===== src/rtl/chroma_pkg.sv =====
// Shared chroma-control constants, used by both the chroma controller and the keying mixer.
package chroma_pkg;
    localparam int PIX_W_DEF = 8;
    localparam int COL_W_DEF = 3;

    localparam logic [7:0] TON_RST     = 8'hA4;
    localparam logic [2:0] COLOR_L_RST = 3'b000;
    localparam logic [2:0] COLOR_P_RST = 3'b111;
endpackage


===== src/rtl/chroma_key_mixer_if.sv =====
// Pixel stream into and out of the chroma keyer: luma beats in, keyed RGB beats out.
interface chroma_key_mixer_if #(
    parameter int PIX_W = 8,
    parameter int COL_W = 3
);
    logic             in_valid;
    logic             in_ready;
    logic             in_sof;
    logic [PIX_W-1:0] in_luma;
    logic             out_valid;
    logic             out_ready;
    logic             out_sof;
    logic             out_fg;
    logic [COL_W-1:0] out_rgb;

    modport master (
        output in_valid, in_sof, in_luma, out_ready,
        input  in_ready, out_valid, out_sof, out_fg, out_rgb
    );

    modport slave (
        input  in_valid, in_sof, in_luma, out_ready,
        output in_ready, out_valid, out_sof, out_fg, out_rgb
    );
endinterface


===== src/rtl/chroma_cfg_shadow.sv =====
// Frame-start shadow of threshold/colours; the loading beat sees the new values via bypass.
module chroma_cfg_shadow
    import chroma_pkg::*;
#(
    parameter int PIX_W = PIX_W_DEF,
    parameter int COL_W = COL_W_DEF
) (
    input  logic             clk,
    input  logic             reset,
    input  logic             load,
    input  logic [PIX_W-1:0] ton,
    input  logic [COL_W-1:0] color_l,
    input  logic [COL_W-1:0] color_p,
    output logic [PIX_W-1:0] eff_ton,
    output logic [COL_W-1:0] eff_l,
    output logic [COL_W-1:0] eff_p
);
    logic [PIX_W-1:0] sh_ton;
    logic [COL_W-1:0] sh_l;
    logic [COL_W-1:0] sh_p;

    always_ff @(posedge clk) begin
        if (reset) begin
            sh_ton <= PIX_W'(TON_RST);
            sh_l   <= COL_W'(COLOR_L_RST);
            sh_p   <= COL_W'(COLOR_P_RST);
        end else if (load) begin
            sh_ton <= ton;
            sh_l   <= color_l;
            sh_p   <= color_p;
        end
    end

    // sof beat must key with the settings it is loading, not the previous frame's
    assign eff_ton = load ? ton     : sh_ton;
    assign eff_l   = load ? color_l : sh_l;
    assign eff_p   = load ? color_p : sh_p;
endmodule


===== src/rtl/chroma_key_mixer.sv =====
// Luma-threshold keyer: 2-stage pipeline with global stall, plus per-frame foreground count.
module chroma_key_mixer
    import chroma_pkg::*;
#(
    parameter int PIX_W = PIX_W_DEF,
    parameter int COL_W = COL_W_DEF,
    parameter int CNT_W = 19
) (
    input  logic             clk,
    input  logic             reset,
    input  logic [PIX_W-1:0] ton,
    input  logic [COL_W-1:0] color_l,
    input  logic [COL_W-1:0] color_p,
    chroma_key_mixer_if.slave pix,
    output logic [CNT_W-1:0] fg_count,
    output logic             cnt_valid
);
    typedef struct packed {
        logic             sof;
        logic             fg;
        logic [COL_W-1:0] rgb;
    } pix_t;

    localparam int STAGES = 2;
    localparam logic [CNT_W-1:0] CNT_MAX = '1;

    logic [PIX_W-1:0] eff_ton;
    logic [COL_W-1:0] eff_l;
    logic [COL_W-1:0] eff_p;
    logic             adv;
    logic             acc;
    logic [STAGES:1]  vld_pipe;
    pix_t             s1_d;
    pix_t             s1_q;
    pix_t             s2_q;
    logic [CNT_W-1:0] run_cnt;

    // Single advance for the whole pipe: a stalled output freezes both stages
    assign adv          = !vld_pipe[STAGES] || pix.out_ready;
    assign acc          = pix.in_valid && adv;
    assign pix.in_ready = adv;

    assign pix.out_valid = vld_pipe[STAGES];
    assign pix.out_sof   = s2_q.sof;
    assign pix.out_fg    = s2_q.fg;
    assign pix.out_rgb   = s2_q.rgb;

    chroma_cfg_shadow #(
        .PIX_W (PIX_W),
        .COL_W (COL_W)
    ) u_shadow (
        .clk     (clk),
        .reset   (reset),
        .load    (acc && pix.in_sof),
        .ton     (ton),
        .color_l (color_l),
        .color_p (color_p),
        .eff_ton (eff_ton),
        .eff_l   (eff_l),
        .eff_p   (eff_p)
    );

    always_comb begin
        s1_d.sof = pix.in_sof;
        s1_d.fg  = (pix.in_luma >= eff_ton);
        s1_d.rgb = s1_d.fg ? eff_l : eff_p;
    end

    always_ff @(posedge clk) begin
        if (reset) begin
            vld_pipe  <= '0;
            s1_q      <= '0;
            s2_q      <= '0;
            run_cnt   <= '0;
            fg_count  <= '0;
            cnt_valid <= 1'b0;
        end else begin
            cnt_valid <= 1'b0;
            if (adv) begin
                vld_pipe <= {vld_pipe[STAGES-1:1], pix.in_valid};
                if (vld_pipe[STAGES-1])
                    s2_q <= s1_q;
            end
            if (acc) begin
                s1_q <= s1_d;
                // Count is taken at accept time so a stalled output never delays publishing
                if (pix.in_sof) begin
                    fg_count  <= run_cnt;
                    cnt_valid <= 1'b1;
                    run_cnt   <= CNT_W'(s1_d.fg);
                end else if (s1_d.fg && run_cnt != CNT_MAX) begin
                    run_cnt <= run_cnt + 1'b1;
                end
            end
        end
    end
endmodule

===== src/flat_wrapper.sv =====
// flat-port wrapper written by rule: the top's interface ports become plain ports
module chroma_key_mixer_flat import chroma_pkg::*;
#(
    parameter int PIX_W = PIX_W_DEF,
    parameter int COL_W = COL_W_DEF,
    parameter int CNT_W = 19
)
  (clk, reset, ton, color_l, color_p, fg_count, cnt_valid, pix_in_valid, pix_in_sof, pix_in_luma, pix_out_ready, pix_in_ready, pix_out_valid, pix_out_sof, pix_out_fg, pix_out_rgb);
  chroma_key_mixer_if #(.PIX_W(PIX_W), .COL_W(COL_W)) pix_i ();
  input  logic clk;
  input  logic reset;
  input  logic [PIX_W-1:0] ton;
  input  logic [COL_W-1:0] color_l;
  input  logic [COL_W-1:0] color_p;
  output logic [CNT_W-1:0] fg_count;
  output logic cnt_valid;
  input wire logic [$bits(pix_i.in_valid)-1:0] pix_in_valid;
  input wire logic [$bits(pix_i.in_sof)-1:0] pix_in_sof;
  input wire logic [$bits(pix_i.in_luma)-1:0] pix_in_luma;
  input wire logic [$bits(pix_i.out_ready)-1:0] pix_out_ready;
  output wire logic [$bits(pix_i.in_ready)-1:0] pix_in_ready;
  output wire logic [$bits(pix_i.out_valid)-1:0] pix_out_valid;
  output wire logic [$bits(pix_i.out_sof)-1:0] pix_out_sof;
  output wire logic [$bits(pix_i.out_fg)-1:0] pix_out_fg;
  output wire logic [$bits(pix_i.out_rgb)-1:0] pix_out_rgb;
  assign pix_i.in_valid = pix_in_valid;
  assign pix_i.in_sof = pix_in_sof;
  assign pix_i.in_luma = pix_in_luma;
  assign pix_i.out_ready = pix_out_ready;
  assign pix_in_ready = pix_i.in_ready;
  assign pix_out_valid = pix_i.out_valid;
  assign pix_out_sof = pix_i.out_sof;
  assign pix_out_fg = pix_i.out_fg;
  assign pix_out_rgb = pix_i.out_rgb;
  chroma_key_mixer #(.PIX_W(PIX_W), .COL_W(COL_W), .CNT_W(CNT_W)) u_core (.clk(clk), .reset(reset), .ton(ton), .color_l(color_l), .color_p(color_p), .pix(pix_i), .fg_count(fg_count), .cnt_valid(cnt_valid));
endmodule

===== config.mk =====
export PLATFORM = sky130hd
export DESIGN_NAME = chroma_key_mixer_flat
export DESIGN_NICKNAME = d
export VERILOG_FILES = /design/src/rtl/chroma_pkg.sv /design/src/rtl/chroma_key_mixer_if.sv /design/src/rtl/chroma_cfg_shadow.sv /design/src/rtl/chroma_key_mixer.sv /design/src/flat_wrapper.sv
export SDC_FILE = /design/constraint.sdc
export NUM_CORES = 1
export LEC_CHECK = 0
export ABC_AREA = 1
export ABC_CLOCK_PERIOD_IN_PS = 4300
export BUFFER_PORTS_ARGS = -buffer_cell sky130_fd_sc_hd__buf_2
export CAP_MARGIN = 20
export CORE_MARGIN = 4
export CORE_UTILIZATION = 45
export CTS_BUF_LIST = sky130_fd_sc_hd__clkbuf_4 sky130_fd_sc_hd__clkbuf_8
export DETAILED_ROUTE_END_ITERATION = 10
export PLACE_DENSITY = 0.71
export SYNTH_ARGS = -nofsm -noshare
export SYNTH_HDL_FRONTEND = slang
export SYNTH_SLANG_ARGS = --single-unit

===== constraint.sdc =====
create_clock -name clk -period 4.3 [get_ports clk]
set_input_delay 1.075 -clock clk [delete_from_list [all_inputs] [get_ports clk]]
set_output_delay 1.075 -clock clk [all_outputs]
set_load 0.005 [all_outputs]

==> results of run 1 <==
## Yosys cell counts, types with 6 or more instances
library cell / instances / area share
nand2_1: 105 / 0.12
o21ai_0: 33 / 0.052
nand3_1: 57 / 0.089
nor2_1: 60 / 0.070
dfxtp_1: 65 / 0.41
ha_1: 9 / 0.035
a21oi_1: 19 / 0.030
clkbuf_1: 7 / 0.0082
inv_1: 47 / 0.055
nand4_1: 6 / 0.012
mux2i_1: 7 / 0.022
## logic make-up after synthesis
family / count (synthesis)
and+or+nand+nor: 247
DFF: 65
adders and majority gates: 9
AOI/OAI and AO/OA: 60
buffers and inverters: 69
muxes: 7
## per-layer routing
metal / GRT usage / up-vias / part of all wire
met5: 0 / - / 0
met4: 0.1027 / 0 / 0.022
met2: 0.3196 / 80 / 0.47
met3: 0.04062 / 16 / 0.053
li1: - / 1569 / -
met1: 0.2376 / 1398 / 0.45
## power by group through the flow
stage          clock network [mW]  logic, mW  registers, mW
6_report                    0.712      0.175          0.650
4_1_cts                     0.723      0.176          0.650
5_1_grt                     0.751      0.203          0.653
2_1_floorplan                   0      0.135          0.658
3_3_place_gp                    0      0.169          0.663
3_5_place_dp                    0      0.175          0.663
## path summary, 6_finish.rpt
path	start	endpoint	slack [ns]
worst max register to register	u_core.vld_pipe[2]$_SDFFE_PP0N_	u_core.run_cnt[0]$_SDFFE_PP0P_	1.45
worst max-delay path	pix_out_ready	u_core.run_cnt[0]$_SDFFE_PP0P_	0.98
worst min-delay path	u_core.vld_pipe[1]$_SDFFE_PP0N_	u_core.vld_pipe[1]$_SDFFE_PP0N_	0.46
worst min register to register	u_core.vld_pipe[1]$_SDFFE_PP0N_	u_core.vld_pipe[1]$_SDFFE_PP0N_	0.46
## registers in the layout, indices dropped and copies added, names as in the netlist
name,count
u_core.pix.out_rgb,3
u_core.pix.out_fg,1
u_core.u_shadow.sh_ton,8
u_core.vld_pipe,2
u_core.fg_count,19
u_core.run_cnt,19
u_core.pix.out_sof,1
u_core.u_shadow.sh_p,3
u_core.cnt_valid,1
u_core.u_shadow.sh_l,3
u_core.s1_q,5
## metrics by stage
step                std cells  setup slack [ns]  utilization  power [mW]
global route              607            0.6947       0.5488       1.608
detailed placement        591            0.6554       0.5087      0.8380
floorplan                 457             1.094            -      0.7926
global placement          591            0.7732       0.5087      0.8316
finish                    607            0.9760       0.5488       1.538
CTS                       607             1.002       0.5488       1.549
## tightest hold or removal path, cell delays in order, from the launching register on
cell,delay [ns]
dfxtp_1,0.31
nand2_1,0.06
a21oi_1,0.05
## cell type report
type	count	area, sq um
clock buffer	10	137.6
clock inverter	6	137.6
fill	660	3099
inverter	49	183.9
multi-input combinational	323	1587
sequential	65	1301
tap	96	120.1
timing repair buffer	58	302.8
==> results.toml, run 1 <==
[routing]
routed_via_density = 5.046
drc = 0
first_iter_violations = 264
wl_per_cell_microns = 12.88
firstDrtPassIters = 4
route.vias.total = 3063
antenna_left = 0
postRouteWirelength_microns = 7816

[synth]
synth_edf_count = 0
syn_avg_cell_area_sq_um = 7.001
yosys.area_share.adder = 0.03520
synthCells = 457
yosys.area_share.simple = 0.3399
synth_ff_type = "dfxtp_1"
ys_types = 31
synth_xor_area_frac = 0
synth_compound_area_frac = 0.09894
synth_area_sq_um = 3199
synth_top_family_by_area = "simple AND/OR/NAND/NOR gates"
synth-seq-area-share = 0.4067
yosysWarnings = 0
syn_nets = 493
muxShareOfSynthArea = 0.02190
ys_seq_elements = 65
async_flop_share = 0

[sta]
hold_viol = 0
period_needed_ns = 3.324
max_freq_mhz = 300.8
fin_crit_sh = 0.7730
rsz0062_at_grt = "false"
fin_setup_tns_ns = 0
maxSlewHeadroom = 0.6162
finalSetupViolations = 0
max_slew.worst_pin.slew_ns = 0.5721
hold_slack_ns = 0.4649
drv_slew = 0
clock_skew_ns = 0.01155

[global_routing]
grt.total_usage = 0.1942
grt_pass1_vias = 2957
antenna_found_initial = 0
grt_pass1_wl_microns = 13350
overflow = 0
grt_max_degree = 41

[critical_path]
critical_path_required_ns = 4.59
path_common_cell = "nand2_1"
cp_max_fo = 11
path_class = "in2reg"
ff2ff_path_depth = 21
cpPeakStageDelay_ns = 0.28
cp_top_family = "simple AND/OR/NAND/NOR gates"
critPathSlowestCell = "or2_2"
arrival_ns = 3.62
path_cells = "buf_2 -> nor2_2 -> nor2_2 -> nand2_1 -> inv_1 -> or2_2 -> inv_1 -> a21oi_1 -> ha_1 -> nand2_1 -> nor2_1 -> nor2_1 -> nand2_1 -> nand2_1 -> nand2_1 -> nand2_1 -> nand2_1 -> nand2_1 -> nand2_1 -> nand2_1 -> nor2_1"
cp_num_buf_inv = 3
endpoint_kind = "flop"
start_kind = "input pin"
path_depth = 21

[finish]
layout_commonest_cell = "nand2_1"
layout_common_cells = "nand2_1 (105), dfxtp_1 (65), nor2_1 (60), nand3_1 (57), buf_2 (53)"
syn_to_final_growth_pct = 17.83
postLayoutCellArea_sq_um = 3770
drive_gt1_frac = 0.1722
nets = 542
diodes = 0

[power]
combPwrFrac = 0.114
netSwitchingFraction = 0.2481
p_per_area_nw_per_um2 = 407.8
leakagePower_nw = 1.779
power.internal_mw = 1.156
seq_power_share = 0.423
p_sw_mw = 0.3815
ir_worst_vdd_mv = 0.1558
clockPowerShare = 0.463

[clock_network]
cts.reportedPaths.clkPinSlew_ns = 0.07
clk_root_buffer_cell = "clkbuf_8"
htreeDepth = 3
cts_tree = "built"
clock_sinks = 65
postCtsHoldBufs = 0
clock_path_buffers = 2
cts_setup_buffers = 0
cts_buffers = 9
cts_resized = 0
clock_latency_ns = 0.35

[place]
hpwlAfterDp_microns = 5632
gp_congestion = 0.8781
portBuffers = 53
placed_area_sq_um = 3495

[floorplanning]
initial_utilization = 0.4658
rows = 30
core_area_sq_um = 6869
boundaryPins = 54
die_h_microns = 92.32
die_x_microns = 92.32
die_area_sq_um = 8523

[min_path]
whs_path_depth = 2
min_path_type = "reg2reg"

[run_status]
status = "complete, no violations"

[flow_run]
maxCapViolations = 0
Note: power is estimated with default switching activity, not from simulation.
==> inputs of run 2 (changes only) <==
- ABC_CLOCK_PERIOD_IN_PS: 4300 -> 2850
- PLACE_DENSITY: 0.71 -> 0.74
- clock period: 4.3 -> 2.85 ns (I/O delays scaled with it)
==> results.toml, run 2 (same netlist as run 1, synthesis figures left out) <==
[sta]
maxSlewHeadroom = 0.6778
drv_slew = 0
rsz0062_at_grt = "false"
setup_slack_ns = 0.2640
max_freq_mhz = 386.7
hold_viol = 0
max_slew.worst_pin.slew_ns = 0.4828
clock_skew_ns = 0.01164
period_needed_ns = 2.586
fin_crit_sh = 0.9074
hold_slack_ns = 0.4695
fin_setup_tns_ns = 0
finalSetupViolations = 0

[critical_path]
worstSetupEndpoint = "u_core.run_cnt[0]$_SDFFE_PP0P_"
reg2reg_from = "u_core.vld_pipe[2]$_SDFFE_PP0N_"
r2r_slack_ns = 0.37
path_depth = 21
path_class = "in2reg"
arrival_ns = 2.84
crit_start = "pix_out_ready"
endpoint_kind = "flop"
path_cells = "buf_2 -> nor2_2 -> nor2_2 -> nand2_1 -> inv_1 -> or2_2 -> inv_1 -> a21oi_1 -> ha_1 -> nand2_1 -> nor2_1 -> nor2_1 -> nand2_1 -> nand2_1 -> nand2_1 -> nand2_1 -> nand2_1 -> nand2_1 -> nand2_1 -> nand2_1 -> nor2_1"
path_common_cell = "nand2_1"
ff2ff_path_depth = 21
cp_num_buf_inv = 3
cpPeakStageDelay_ns = 0.27
critical_path_required_ns = 3.10
rr_endpoint = "u_core.run_cnt[0]$_SDFFE_PP0P_"
cp_top_family = "simple AND/OR/NAND/NOR gates"
critPathSlowestCell = "or2_2"
cp_max_fo = 7
start_kind = "input pin"

[clock_network]
cts_tree = "built"
cts_resized = 0
clk_root_buffer_cell = "clkbuf_8"
clock_latency_ns = 0.36
cts.reportedPaths.clkPinSlew_ns = 0.08
cts_setup_buffers = 0
cts_buffers = 9
clock_sinks = 65
clock_path_buffers = 2
postCtsHoldBufs = 0
htreeDepth = 3

[routing]
drc = 0
postRouteWirelength_microns = 7788
first_iter_violations = 259
route.vias.total = 3076
firstDrtPassIters = 4
routed_via_density = 4.994
wl_per_cell_microns = 12.64
antenna_left = 0

[floorplanning]
die_area_sq_um = 8523
die_h_microns = 92.32
initial_utilization = 0.4658
rows = 30
boundaryPins = 54
die_x_microns = 92.32
core_area_sq_um = 6869

[finish]
layout_commonest_cell = "nand2_1"
drive_gt1_frac = 0.1865
diodes = 0
layout_common_cells = "nand2_1 (105), dfxtp_1 (65), nor2_1 (60), nand3_1 (57), buf_2 (53)"
syn_to_final_growth_pct = 18.81
reg_top3 = "u_core.fg_count x19, u_core.run_cnt x19, u_core.u_shadow.sh_ton x8"
nets = 551

[global_routing]
grt.total_usage = 0.1904
grt_pass1_vias = 2845
met1_usage = 0.2424
use_met2 = 0.3045
antenna_found_initial = 0
grt_pass1_wl_microns = 13040
grt-busiest-layer = "met2"
grt_max_degree = 41
met3_usage = 0.05361
overflow = 0

[place]
dp_slack_ns = -0.07621
hpwlAfterDp_microns = 5609
portBuffers = 53
gp_congestion = 0.9208

[flow_run]
maxCapViolations = 0

[power]
p_per_area_nw_per_um2 = 568.2
power.total_mw = 2.160
leakagePower_nw = 1.801
ir_worst_vdd_mv = 0.2644

[min_path]
min_path_type = "reg2reg"
whs_path_depth = 2

[run_status]
status = "complete, no violations"
==> run 2: changes by cell type in the layout (fill, tap and decap cells not counted) <==
cell	change
clkinv_4	+1
inv_6	+1
buf_4	+8
clkinvlp_4	+1
clkbuf_8	-1
bufinv_16	-2
buf_12	+1
==> run 2: worst min path at each step <==
| stage | start | end | slack, ns |
|---|---|---|---|
| CTS | u_core.u_shadow.sh_p[0]$_SDFF_PP1_ | u_core.u_shadow.sh_p[0]$_SDFF_PP1_ | 0.47 |
| global route | u_core.fg_count[1]$_SDFFE_PP0N_ | u_core.fg_count[1]$_SDFFE_PP0N_ | 0.49 |
| detailed placement | u_core.u_shadow.sh_p[0]$_SDFF_PP1_ | u_core.u_shadow.sh_p[0]$_SDFF_PP1_ | 0.45 |
| floorplan | u_core.u_shadow.sh_p[0]$_SDFF_PP1_ | u_core.u_shadow.sh_p[0]$_SDFF_PP1_ | 0.44 |
| global placement | u_core.u_shadow.sh_p[1]$_SDFF_PP1_ | u_core.u_shadow.sh_p[1]$_SDFF_PP1_ | 0.45 |
| finish | u_core.s1_q[3]$_SDFFE_PP0N_ | u_core.s1_q[3]$_SDFFE_PP0N_ | 0.47 |
==> run 2: power breakdown <==
group	total, mW	leakage (nW)	switching [mW]	internal [mW]
sequential	0.981	0.531	0.0291	0.952
combinational	0.287	1.16	0.176	0.111
clock	0.891	0.110	0.390	0.501
==> run 2: area by class of cell <==
class                   instances  area, sq um
inverters                      49        183.9
clock buffers                   9        123.9
clock inverters                 7        102.6
well taps                      96        120.1
repair buffers                 67        382.9
multi-input cells             323         1587
fillers                       679         3068
flip-flops and latches         65         1301
==> run 2: worst register-to-register path: stages (launching register included) <==
cell and delay [ns]:
dfxtp_1 0.33, inv_1 0.05, nor2_2 0.11, nor2_2 0.05, nand2_1 0.13, inv_1 0.07
or2_2 0.27, inv_1 0.08, a21oi_1 0.05, ha_1 0.26, nand2_1 0.07, nor2_1 0.04
nor2_1 0.08, nand2_1 0.05, nand2_1 0.05, nand2_1 0.12, nand2_1 0.09, nand2_1 0.09
nand2_1 0.20, nand2_1 0.08, nand2_1 0.07, nor2_1 0.04
==> run 2: layer usage <==
| layer | wire [microns] | share of wire |
|---|---|---|
| met5 | 0 | 0 |
| met4 | 128 | 0.016 |
| met3 | 488 | 0.063 |
| met2 | 3485 | 0.45 |
| met1 | 3685 | 0.47 |
==> run 2: metrics by stage <==
| step | std cells | instance area [sq um] | util |
|---|---|---|---|
| after detailed placement | 600 | 3575 | 0.5204 |
| after CTS | 616 | 3801 | 0.5534 |
| after floorplan | 457 | 3199 | - |
| final | 616 | 3801 | 0.5534 |
| after global routing | 616 | 3801 | 0.5534 |
| after global placement | 600 | 3575 | 0.5204 |
==> inputs of run 3 (changes only) <==
- ABC_AREA: 1 -> default
- HOLD_SLACK_MARGIN: default -> 0.02
==> results.toml, run 3 <==
[routing]
drc = 0
routed_via_density = 5.702
route.vias.total = 2885
first_iter_violations = 156
postRouteWirelength_microns = 7667
wl_per_cell_microns = 15.15
antenna_left = 0
firstDrtPassIters = 5

[global_routing]
grt_pass1_wl_microns = 12920
antenna_found_initial = 0
overflow = 0
grt_pass1_vias = 2756
grt.total_usage = 0.1897
grt_max_degree = 23

[sta]
fin_crit_sh = 0.9743
setup_slack_ns = 0.07321
fin_setup_tns_ns = 0
drv_slew = 0
hold_slack_ns = 0.4503
hold_viol = 0
maxSlewHeadroom = 0.4657
finalSetupViolations = 0
max_slew.worst_pin.slew_ns = 0.7978
clock_skew_ns = 0.008692
max_freq_mhz = 360.1
period_needed_ns = 2.777

[synth]
netlist_top_cells_area = "dfxtp_1 (42%), nand2_1 (10%), mux2i_1 (7.4%), a21oi_1 (5.0%), ha_1 (3.6%)"
synth_ff_type = "dfxtp_1"
ys_types = 44
synth_edf_count = 0
async_flop_share = 0
syn_avg_cell_area_sq_um = 8.442
ys_seq_elements = 65
synth_area_sq_um = 3107
yosysWarnings = 0
synthCells = 368
yosys.cell_count.top_type = "nand2_1"
synthTopCellsByCount = "nand2_1 (85), dfxtp_1 (65), a21oi_1 (31), mux2i_1 (23), nand3_1 (21)"
synth_area_leader_cell = "dfxtp_1"
yosys.area.top_type_share = 0.4188
synth-seq-area-share = 0.4188
syn_nets = 404

[place]
dp.cells = 492
gp_congestion = 0.9008
portBuffers = 53
dp_slack_ns = -0.3589
placed_area_sq_um = 3517
hpwlAfterDp_microns = 5411

[critical_path]
start_kind = "input pin"
endpoint_kind = "flop"
arrival_ns = 2.99
r2r_slack_ns = 0.24
cp_max_fo = 19
critical_path_required_ns = 3.06
path_class = "in2reg"

[clock_network]
clock_sinks = 65
clock_latency_ns = 0.33
htreeDepth = 3
clock_path_buffers = 2
cts_buffers = 9
cts_tree = "built"
clk_root_buffer_cell = "clkbuf_8"
postCtsHoldBufs = 0
cts.reportedPaths.clkPinSlew_ns = 0.07

[floorplanning]
rows = 30
die_h_microns = 91.09
die_x_microns = 91.09
core_area_sq_um = 6756
die_area_sq_um = 8297
boundaryPins = 54
initial_utilization = 0.4598

[finish]
layout_common_cells = "nand2_1 (85), dfxtp_1 (65), buf_2 (53), a21oi_1 (30)"
diodes = 0
reg_top3 = "u_core.fg_count x19, u_core.run_cnt x19, u_core.u_shadow.sh_ton x8"
fin_util = 0.5563
layout_commonest_cell = "nand2_1"
nets = 459
drive_gt1_frac = 0.2582
ff_latch_area_sq_um = 1301
postLayoutCellArea_sq_um = 3759
nFillCells = 600
fin_cells = 506
syn_to_final_growth_pct = 20.98
multi_input_area_sq_um = 1707

[min_path]
min_path_type = "reg2reg"

[power]
leakagePower_nw = 1.502
p_per_area_nw_per_um2 = 527.2
ir_worst_vdd_mv = 0.3823
power.total_mw = 1.981

[run_status]
status = "complete, no violations"

[flow_run]
maxCapViolations = 0
==> run 3: logic make-up (layout without fill, tap and decap cells) <==
family	Yosys count	count (layout)	share of synthesized area
multiplexers	24	24	0.07773
AND/OR/NAND/NOR	171	171	0.2763
flip-flops	65	65	0.4188
buffers and inverters	35	93	0.05799
adder cells (fa/ha/maj)	9	9	0.03625
AO/OA/AOI/OAI	64	64	0.1329
==> run 3: area by class of cell <==
type	count	area share
clock inverters	3	0.01132
multi-input cells	268	0.4541
repair buffers	72	0.1162
clock buffers	11	0.03862
well taps	80	0.02663
flip-flops and latches	65	0.3462
inverters	7	0.006991
==> run 3: worst max-delay path: stages <==
cell and delay (ns):
buf_2 0.08, nand2b_4 0.11, buf_6 0.14, nand3_2 0.14, buf_12 0.18, mux2i_4 0.18
ha_1 0.20, buf_4 0.13, a2111o_1 0.32, a211o_1 0.32, buf_12 0.17, and4_1 0.18
mux2i_1 0.11
==> run 3: what timing repair did <==
action                                  CTS  global route
gates cloned                              0             0
endpoints found under the setup margin    1            20
hold endpoints to repair                  0             0
resized for setup                         3             9
pin swaps                                 0             2
buffers inserted                          0             0
==> run 3: power breakdown <==
| group | internal [mW] | switching (mW) |
|---|---|---|
| clock | 0.427 | 0.335 |
| combinational | 0.116 | 0.152 |
| sequential | 0.934 | 0.0177 |
| total | 1.48 | 0.505 |
==> run 3: path summary, 6_finish.rpt <==
check,from,to,depth (start not counted)
worst min-delay path,u_core.fg_count[0]$_SDFFE_PP0N_,u_core.fg_count[0]$_SDFFE_PP0N_,2
worst min register to register,u_core.fg_count[0]$_SDFFE_PP0N_,u_core.fg_count[0]$_SDFFE_PP0N_,2
worst max-delay path,pix_out_ready,u_core.run_cnt[6]$_SDFFE_PP0P_,13
worst max register to register,u_core.vld_pipe[2]$_SDFFE_PP0N_,u_core.run_cnt[6]$_SDFFE_PP0P_,12
==> run 3: layer usage <==
metal	share of wire	track usage	up-vias
met3	0.061	0.05054	10
met5	0	0	-
met1	0.45	0.2464	1381
met4	0.011	0.05653	0
met2	0.47	0.3084	75
li1	-	-	1419
